==> src/rtl/fetch_unit_pkg.sv <==
// Shared constants, state encoding and FIFO entry layout for the instruction fetch unit.
package fetch_unit_pkg;

    localparam logic [31:0] RESET_PC   = 32'h0000_0000;
    localparam logic [31:0] NOP        = 32'h0000_0000;
    localparam int          FIFO_DEPTH = 2;

    typedef enum logic [1:0] {
        FETCH = 2'd0,
        WAIT  = 2'd1,
        DRAIN = 2'd2
    } fetch_state_e;

    typedef struct packed {
        logic [31:0] instr;
        logic [31:0] pc_plus4;
    } fetch_entry_t;

    // Redirect targets are forced onto a word boundary.
    function automatic logic [31:0] align_word(input logic [31:0] addr);
        return addr & ~32'h0000_0003;
    endfunction

endpackage

==> src/rtl/fetch_unit_if.sv <==
// Hazard-unit controls, instruction-memory handshake and IF/ID outputs of the fetch unit.
interface fetch_unit_if;

    logic        pcStop;
    logic        ifIdWrite;
    logic        ifIdFlush;
    logic        branchTaken;
    logic [31:0] branchTarget;
    logic        imemReq;
    logic [31:0] imemAddr;
    logic        imemReady;
    logic        imemValid;
    logic [31:0] imemData;
    logic [31:0] instrOut;
    logic [31:0] pcPlus4Out;
    logic        instrValid;

    modport master (
        input  pcStop, ifIdWrite, ifIdFlush, branchTaken, branchTarget,
        input  imemReady, imemValid, imemData,
        output imemReq, imemAddr, instrOut, pcPlus4Out, instrValid
    );

    modport slave (
        output pcStop, ifIdWrite, ifIdFlush, branchTaken, branchTarget,
        output imemReady, imemValid, imemData,
        input  imemReq, imemAddr, instrOut, pcPlus4Out, instrValid
    );

endinterface

==> src/rtl/fetch_unit_fifo.sv <==
// Two-entry buffer of {instruction, pc+4} between the memory response and the IF/ID register.
module fetch_fifo
    import fetch_unit_pkg::*;
(
    input  logic         clock,
    input  logic         reset,
    input  logic         clear,
    input  logic         push,
    input  logic         pop,
    input  fetch_entry_t push_data,
    output fetch_entry_t head_data,
    output logic [1:0]   count
);

    localparam logic [1:0] FULL = 2'(FIFO_DEPTH);

    fetch_entry_t mem_q [FIFO_DEPTH];
    fetch_entry_t mem_d [FIFO_DEPTH];
    logic         rd_ptr_q, rd_ptr_d;
    logic         wr_ptr_q, wr_ptr_d;
    logic [1:0]   count_q, count_d;
    logic         do_push, do_pop;

    // Underflow and overflow are blocked here as well, so a misbehaving caller cannot corrupt the pointers.
    assign do_pop  = pop && (count_q != 2'd0);
    assign do_push = push && ((count_q != FULL) || do_pop);

    always_comb begin
        mem_d    = mem_q;
        rd_ptr_d = rd_ptr_q;
        wr_ptr_d = wr_ptr_q;
        count_d  = count_q;
        if (clear) begin
            rd_ptr_d = 1'b0;
            wr_ptr_d = 1'b0;
            count_d  = 2'd0;
        end else begin
            if (do_push) begin
                mem_d[wr_ptr_q] = push_data;
                wr_ptr_d        = ~wr_ptr_q;
            end
            if (do_pop) begin
                rd_ptr_d = ~rd_ptr_q;
            end
            count_d = count_q + {1'b0, do_push} - {1'b0, do_pop};
        end
    end

    always_ff @(posedge clock or negedge reset) begin
        if (!reset) begin
            for (int i = 0; i < FIFO_DEPTH; i++) begin
                mem_q[i] <= '0;
            end
            rd_ptr_q <= 1'b0;
            wr_ptr_q <= 1'b0;
            count_q  <= 2'd0;
        end else begin
            mem_q    <= mem_d;
            rd_ptr_q <= rd_ptr_d;
            wr_ptr_q <= wr_ptr_d;
            count_q  <= count_d;
        end
    end

    assign head_data = mem_q[rd_ptr_q];
    assign count     = count_q;

endmodule

==> src/rtl/fetch_unit.sv <==
// Instruction fetch stage: one outstanding memory request, 2-entry response buffer, IF/ID register.
//   state | meaning
//   FETCH | no request in flight; may issue one when buffer space allows
//   WAIT  | request accepted, response will be buffered
//   DRAIN | request in flight was redirected away; its response is dropped
module fetch_unit
    import fetch_unit_pkg::*;
(
    input  logic         clock,
    input  logic         reset,
    fetch_unit_if.master bus
);

    fetch_state_e state_q, state_d;
    logic [31:0]  pc_q, pc_d;
    logic [31:0]  req_pc_q, req_pc_d;
    logic [31:0]  instr_q, instr_d;
    logic [31:0]  pc_plus4_q, pc_plus4_d;
    logic         valid_q, valid_d;

    logic         fifo_push, fifo_pop, fifo_clear;
    logic [1:0]   fifo_count;
    fetch_entry_t push_entry, head_entry;

    logic         outstanding;
    logic         slot_free;
    logic         imem_req;
    logic         accept;

    assign outstanding = (state_q != FETCH);
    assign slot_free   = ({1'b0, fifo_count} + {2'b00, outstanding}) < 3'(FIFO_DEPTH);
    assign imem_req    = (state_q == FETCH) && !bus.pcStop && !bus.branchTaken && slot_free;
    assign accept      = imem_req && bus.imemReady;

    assign push_entry.instr    = bus.imemData;
    assign push_entry.pc_plus4 = req_pc_q + 32'd4;

    always_comb begin
        state_d    = state_q;
        pc_d       = pc_q;
        req_pc_d   = req_pc_q;
        fifo_push  = 1'b0;
        fifo_clear = bus.branchTaken;
        case (state_q)
            FETCH: begin
                if (accept) begin
                    req_pc_d = pc_q;
                    pc_d     = pc_q + 32'd4;
                    state_d  = WAIT;
                end
            end
            WAIT: begin
                // A response landing with a redirect completes the request but is not kept.
                if (bus.imemValid) begin
                    fifo_push = !bus.branchTaken;
                    state_d   = FETCH;
                end else if (bus.branchTaken) begin
                    state_d = DRAIN;
                end
            end
            DRAIN: begin
                if (bus.imemValid) begin
                    state_d = FETCH;
                end
            end
            default: begin
                state_d = FETCH;
            end
        endcase
        if (bus.branchTaken) begin
            pc_d = align_word(bus.branchTarget);
        end
    end

    always_comb begin
        instr_d    = instr_q;
        pc_plus4_d = pc_plus4_q;
        valid_d    = valid_q;
        fifo_pop   = 1'b0;
        if (bus.branchTaken || bus.ifIdFlush) begin
            instr_d    = NOP;
            pc_plus4_d = '0;
            valid_d    = 1'b0;
        end else if (bus.ifIdWrite) begin
            if (fifo_count != 2'd0) begin
                instr_d    = head_entry.instr;
                pc_plus4_d = head_entry.pc_plus4;
                valid_d    = 1'b1;
                fifo_pop   = 1'b1;
            end else begin
                instr_d    = NOP;
                pc_plus4_d = '0;
                valid_d    = 1'b0;
            end
        end
    end

    always_ff @(posedge clock or negedge reset) begin
        if (!reset) begin
            state_q    <= FETCH;
            pc_q       <= RESET_PC;
            req_pc_q   <= RESET_PC;
            instr_q    <= NOP;
            pc_plus4_q <= '0;
            valid_q    <= 1'b0;
        end else begin
            state_q    <= state_d;
            pc_q       <= pc_d;
            req_pc_q   <= req_pc_d;
            instr_q    <= instr_d;
            pc_plus4_q <= pc_plus4_d;
            valid_q    <= valid_d;
        end
    end

    fetch_fifo u_fifo (
        .clock     (clock),
        .reset     (reset),
        .clear     (fifo_clear),
        .push      (fifo_push),
        .pop       (fifo_pop),
        .push_data (push_entry),
        .head_data (head_entry),
        .count     (fifo_count)
    );

    assign bus.imemReq    = imem_req;
    assign bus.imemAddr   = pc_q;
    assign bus.instrOut   = instr_q;
    assign bus.pcPlus4Out = pc_plus4_q;
    assign bus.instrValid = valid_q;

endmodule

==> src/flat_wrapper.sv <==
// flat-port wrapper written by rule: the top's interface ports become plain ports
module fetch_unit_flat import fetch_unit_pkg::*;
  (clock, reset, bus_pcStop, bus_ifIdWrite, bus_ifIdFlush, bus_branchTaken, bus_branchTarget, bus_imemReady, bus_imemValid, bus_imemData, bus_imemReq, bus_imemAddr, bus_instrOut, bus_pcPlus4Out, bus_instrValid);
  fetch_unit_if bus_i ();
  input  logic clock;
  input  logic reset;
  input wire logic [$bits(bus_i.pcStop)-1:0] bus_pcStop;
  input wire logic [$bits(bus_i.ifIdWrite)-1:0] bus_ifIdWrite;
  input wire logic [$bits(bus_i.ifIdFlush)-1:0] bus_ifIdFlush;
  input wire logic [$bits(bus_i.branchTaken)-1:0] bus_branchTaken;
  input wire logic [$bits(bus_i.branchTarget)-1:0] bus_branchTarget;
  input wire logic [$bits(bus_i.imemReady)-1:0] bus_imemReady;
  input wire logic [$bits(bus_i.imemValid)-1:0] bus_imemValid;
  input wire logic [$bits(bus_i.imemData)-1:0] bus_imemData;
  output wire logic [$bits(bus_i.imemReq)-1:0] bus_imemReq;
  output wire logic [$bits(bus_i.imemAddr)-1:0] bus_imemAddr;
  output wire logic [$bits(bus_i.instrOut)-1:0] bus_instrOut;
  output wire logic [$bits(bus_i.pcPlus4Out)-1:0] bus_pcPlus4Out;
  output wire logic [$bits(bus_i.instrValid)-1:0] bus_instrValid;
  assign bus_i.pcStop = bus_pcStop;
  assign bus_i.ifIdWrite = bus_ifIdWrite;
  assign bus_i.ifIdFlush = bus_ifIdFlush;
  assign bus_i.branchTaken = bus_branchTaken;
  assign bus_i.branchTarget = bus_branchTarget;
  assign bus_i.imemReady = bus_imemReady;
  assign bus_i.imemValid = bus_imemValid;
  assign bus_i.imemData = bus_imemData;
  assign bus_imemReq = bus_i.imemReq;
  assign bus_imemAddr = bus_i.imemAddr;
  assign bus_instrOut = bus_i.instrOut;
  assign bus_pcPlus4Out = bus_i.pcPlus4Out;
  assign bus_instrValid = bus_i.instrValid;
  fetch_unit u_core (.clock(clock), .reset(reset), .bus(bus_i));
endmodule
==> config.mk <==
export PLATFORM = sky130hd
export DESIGN_NAME = fetch_unit_flat
export DESIGN_NICKNAME = d
export VERILOG_FILES = /design/src/rtl/fetch_unit_pkg.sv /design/src/rtl/fetch_unit_if.sv /design/src/rtl/fetch_unit_fifo.sv /design/src/rtl/fetch_unit.sv /design/src/flat_wrapper.sv
export SDC_FILE = /design/constraint.sdc
export NUM_CORES = 1
export LEC_CHECK = 0
export ABC_AREA = 1
export BUFFER_PORTS_ARGS = -buffer_cell sky130_fd_sc_hd__buf_2
export CORE_MARGIN = 3
export CORE_UTILIZATION = 58
export CTS_BUF_LIST = sky130_fd_sc_hd__clkbuf_4 sky130_fd_sc_hd__clkbuf_8
export DETAILED_ROUTE_END_ITERATION = 10
export PLACE_DENSITY = 0.86
export SYNTH_ARGS = -nofsm -noshare
export SYNTH_HDL_FRONTEND = slang
export SYNTH_SLANG_ARGS = --single-unit
==> constraint.sdc <==
create_clock -name clock -period 2.2 [get_ports clock]
set_clock_uncertainty 0.15 [all_clocks]
set_input_delay 0.44 -clock clock [delete_from_list [all_inputs] [get_ports clock]]
set_output_delay 0.44 -clock clock [all_outputs]
set_load 0.02 [all_outputs]
==> flow_summary.yaml <==
hold_path:
  hold_class: "input port to flip-flop"
pwr:
  power_per_cell_area_nw_per_um2: 857
  total_power_mw: 12.5
  power_leakage_nw: 7.46
  peakVddDrop_v: 0.000519
synth:
  yosys.area_share.adder_pct: 0.415
  synth_xor_xnor_area_share_pct: 1.60
  netlist_area_sq_um: 12100
  yosys_warnings: 0
  synthCells: 1535
  async_flop_share_pct: 100
  synth_area_per_cell_sq_um: 7.86
  synth_ff_type: "dfrtp_1"
  yosysSeqAreaShare_pct: 52.7
  synthMuxAreaShare_pct: 1.83
  synth_edf_count: 0
  synth_area_leaders: "dfrtp_1 (53%), nand2_1 (17%), o21ai_0 (7.8%)"
  synth_compound_area_share_pct: 9.02
  synth_top_cell_by_area: "dfrtp_1"
  synth_top_family_by_area: "simple AND/OR/NAND/NOR gates"
  synth-seq-cells: 254
  ys_types: 33
  synth.top_cell.area_share_pct: 52.7
  synthSimpleGateAreaFrac_pct: 27.3
die:
  start_util_pct: 59.2
  die_h_um: 150
  core_sq_um: 20400
  die_x_um: 150
  num_io_pins: 170
  rows: 52
  die_area_sq_um: 22600
layout:
  drive_gt1_share_pct: 16.0
  mostFrequentLayoutCells: "nand2_1 (545), dfrtp_1 (253), o21ai_0 (187)"
  num_antenna_cells: 0
  final_common_cell: "nand2_1"
  fillers: 1489
  fin_nets: 1818
  area_growth_pct: 21.1
  final_cell_area_sq_um: 14600
grt:
  antenna_found_initial: 0
  grt_usage_pct: 28.5
  grt_pass1_vias: 10958
  gr-total-overflow: 0
  grt_max_degree: 89
  grt_pass1_wl_um: 52400
detailed_routing:
  via_per_inst: 5.44
  drc: 0
  wl_per_cell_um: 15.4
  ant_nets: 0
  wl_um: 31600
  vias: 11132
  drt-pass1-iter-count: 6
  drtIter0Drc: 895
place:
  dp_hpwl_um: 20400
  place_area_sq_um: 13200
  pre_cts_ws_ns: 0.262
  gp_congestion: 0.969
  io_buffers: 165
clock_tree:
  cts_setup_buffers: 0
  clkLatencyLatePin_ns: 0.57
  clock_sinks: 254
  clockBufferDepth: 3
  cts_root_buf: "clkbuf_8"
  htree_levels: 2
  clk_pin_slew_ns: 0.06
  numCtsBuffers: 43
  tritoncts: "yes"
setup_path:
  critPathArrivalTime_ns: 1.47
  cp-end-kind: "output port"
  r2r_slack_ns: 0.28
  cp-start-kind: "flip-flop"
  path_cells: "nor2_1 -> nand2_1 -> nor3_1 -> buf_2"
  cp_slowest_stage_delay_ns: 0.41
  path_max_fanout: 4
  criticalPathCategory: "flip-flop to output port"
  critPathSlowestCell: "dfrtp_1"
  required_ns: 1.61
timing:
  period_share_pct: 93.8
  setup_violations: 0
  tightest_slew_ns: 0.751
  finalSetupTns_ns: 0
  final_hold_viol_count: 0
  slew_headroom_pct: 50.0
  layout_setup_ws_ns: 0.137
  fin_crit_ns: 2.06
  report.final.slew_viol_count: 0
  max_freq_mhz: 485
  rsz0062_at_grt: "no"
run_status:
  status: "finished, final reports clean"
flow_run:
  cap_viol_max_count: 0
## sequential cells by signal, summed over array words and instances (netlist names)
| register | flops |
|---|---|
| u_core.u_fifo.mem_q | 124 |
| u_core.u_fifo.wr_ptr_q | 1 |
| u_core.req_pc_q | 30 |
| u_core.u_fifo.count | 2 |
| u_core.bus.instrOut | 32 |
| u_core.bus.imemAddr | 30 |
| u_core.state_q | 2 |
| u_core.bus.instrValid | 1 |
| u_core.u_fifo.rd_ptr_q | 1 |
| u_core.bus.pcPlus4Out | 31 |
## cells by family (layout without fill, tap and decap cells)
logic type / after synthesis / after routing
and+or+nand+nor: 814 / 814
DFF: 254 / 254
AOI/OAI and AO/OA: 211 / 211
buffers and inverters: 207 / 447
xor gates and xnor gates: 22 / 22
muxes: 22 / 22
adders and majority gates: 4 / 4
other: 1 / 2
## Yosys cell counts (8+ instances only)
master / number
nor2_1: 106
dfrtp_1: 254
clkbuf_1: 41
xor2_1: 15
buf_2: 20
nand3_1: 144
mux2i_1: 22
buf_4: 12
inv_1: 128
a21oi_1: 9
o21ai_0: 187
nand2_1: 546
o211ai_1: 8
## layout make-up
class | count | area, sq um | area share (%)
clock inverter | 12 | 158 | 1.08
tap | 270 | 338 | 2.31
inverter | 129 | 484 | 3.31
sequential | 254 | 6360 | 43.5
multi-input combinational | 1075 | 4860 | 33.3
clock buffer | 67 | 810 | 5.54
timing repair buffer | 239 | 1610 | 11.0
## stage by stage
step / cells / hold WS [ns] / utilization (%)
floorplan: 1536 / -0.00559 / -
global placement: 1921 / 0.235 / 64.7
detailed placement: 1921 / 0.237 / 64.7
CTS: 2046 / 0.0222 / 71.7
global route: 2046 / 0.0523 / 71.7
finish: 2046 / 0.0352 / 71.7
## worst max-delay path: cells and delay by family (launching register included)
family / cells / cell delay [ns]
buffers and inverters: 1 / 0.19
DFF: 1 / 0.41
and+or+nand+nor: 3 / 0.34
## final timing paths
kind / from / end / cells past startpoint
max in group asynchronous: reset / u_core.u_fifo.mem_q[98] / 3
setup / recovery: u_core.state_q[0] / bus_imemReq / 4
min in group asynchronous: reset / u_core.bus.instrOut[19] / 2
hold / removal: bus_branchTarget[24] / u_core.bus.imemAddr[24] / 5
setup reg to reg: u_core.bus.imemAddr[2] / u_core.bus.imemAddr[26] / 8
hold reg to reg: u_core.u_fifo.mem_q[12] / u_core.u_fifo.mem_q[12] / 2
## repair_timing
action	4_1_cts	5_1_grt
gates resized for setup	0	0
hold buffers	46	0
endpoints found under the setup margin	0	0
hold endpoints to repair	123	0
## metal layers
metal  vias up  part of all wire (%)  track usage, %
met2       498                    48            47.5
met4         0                   2.4            9.47
met1      5272                    42            38.3
met3        70                   8.0            4.76
met5         -                     0               0
li1       5292                     -               -
## report_power, final
part / switching, mW / internal, mW
Clock: 1.94 / 2.72
Combinational: 1.21 / 0.745
Sequential: 0.529 / 5.36
Note: power is estimated with default switching activity, not from simulation.
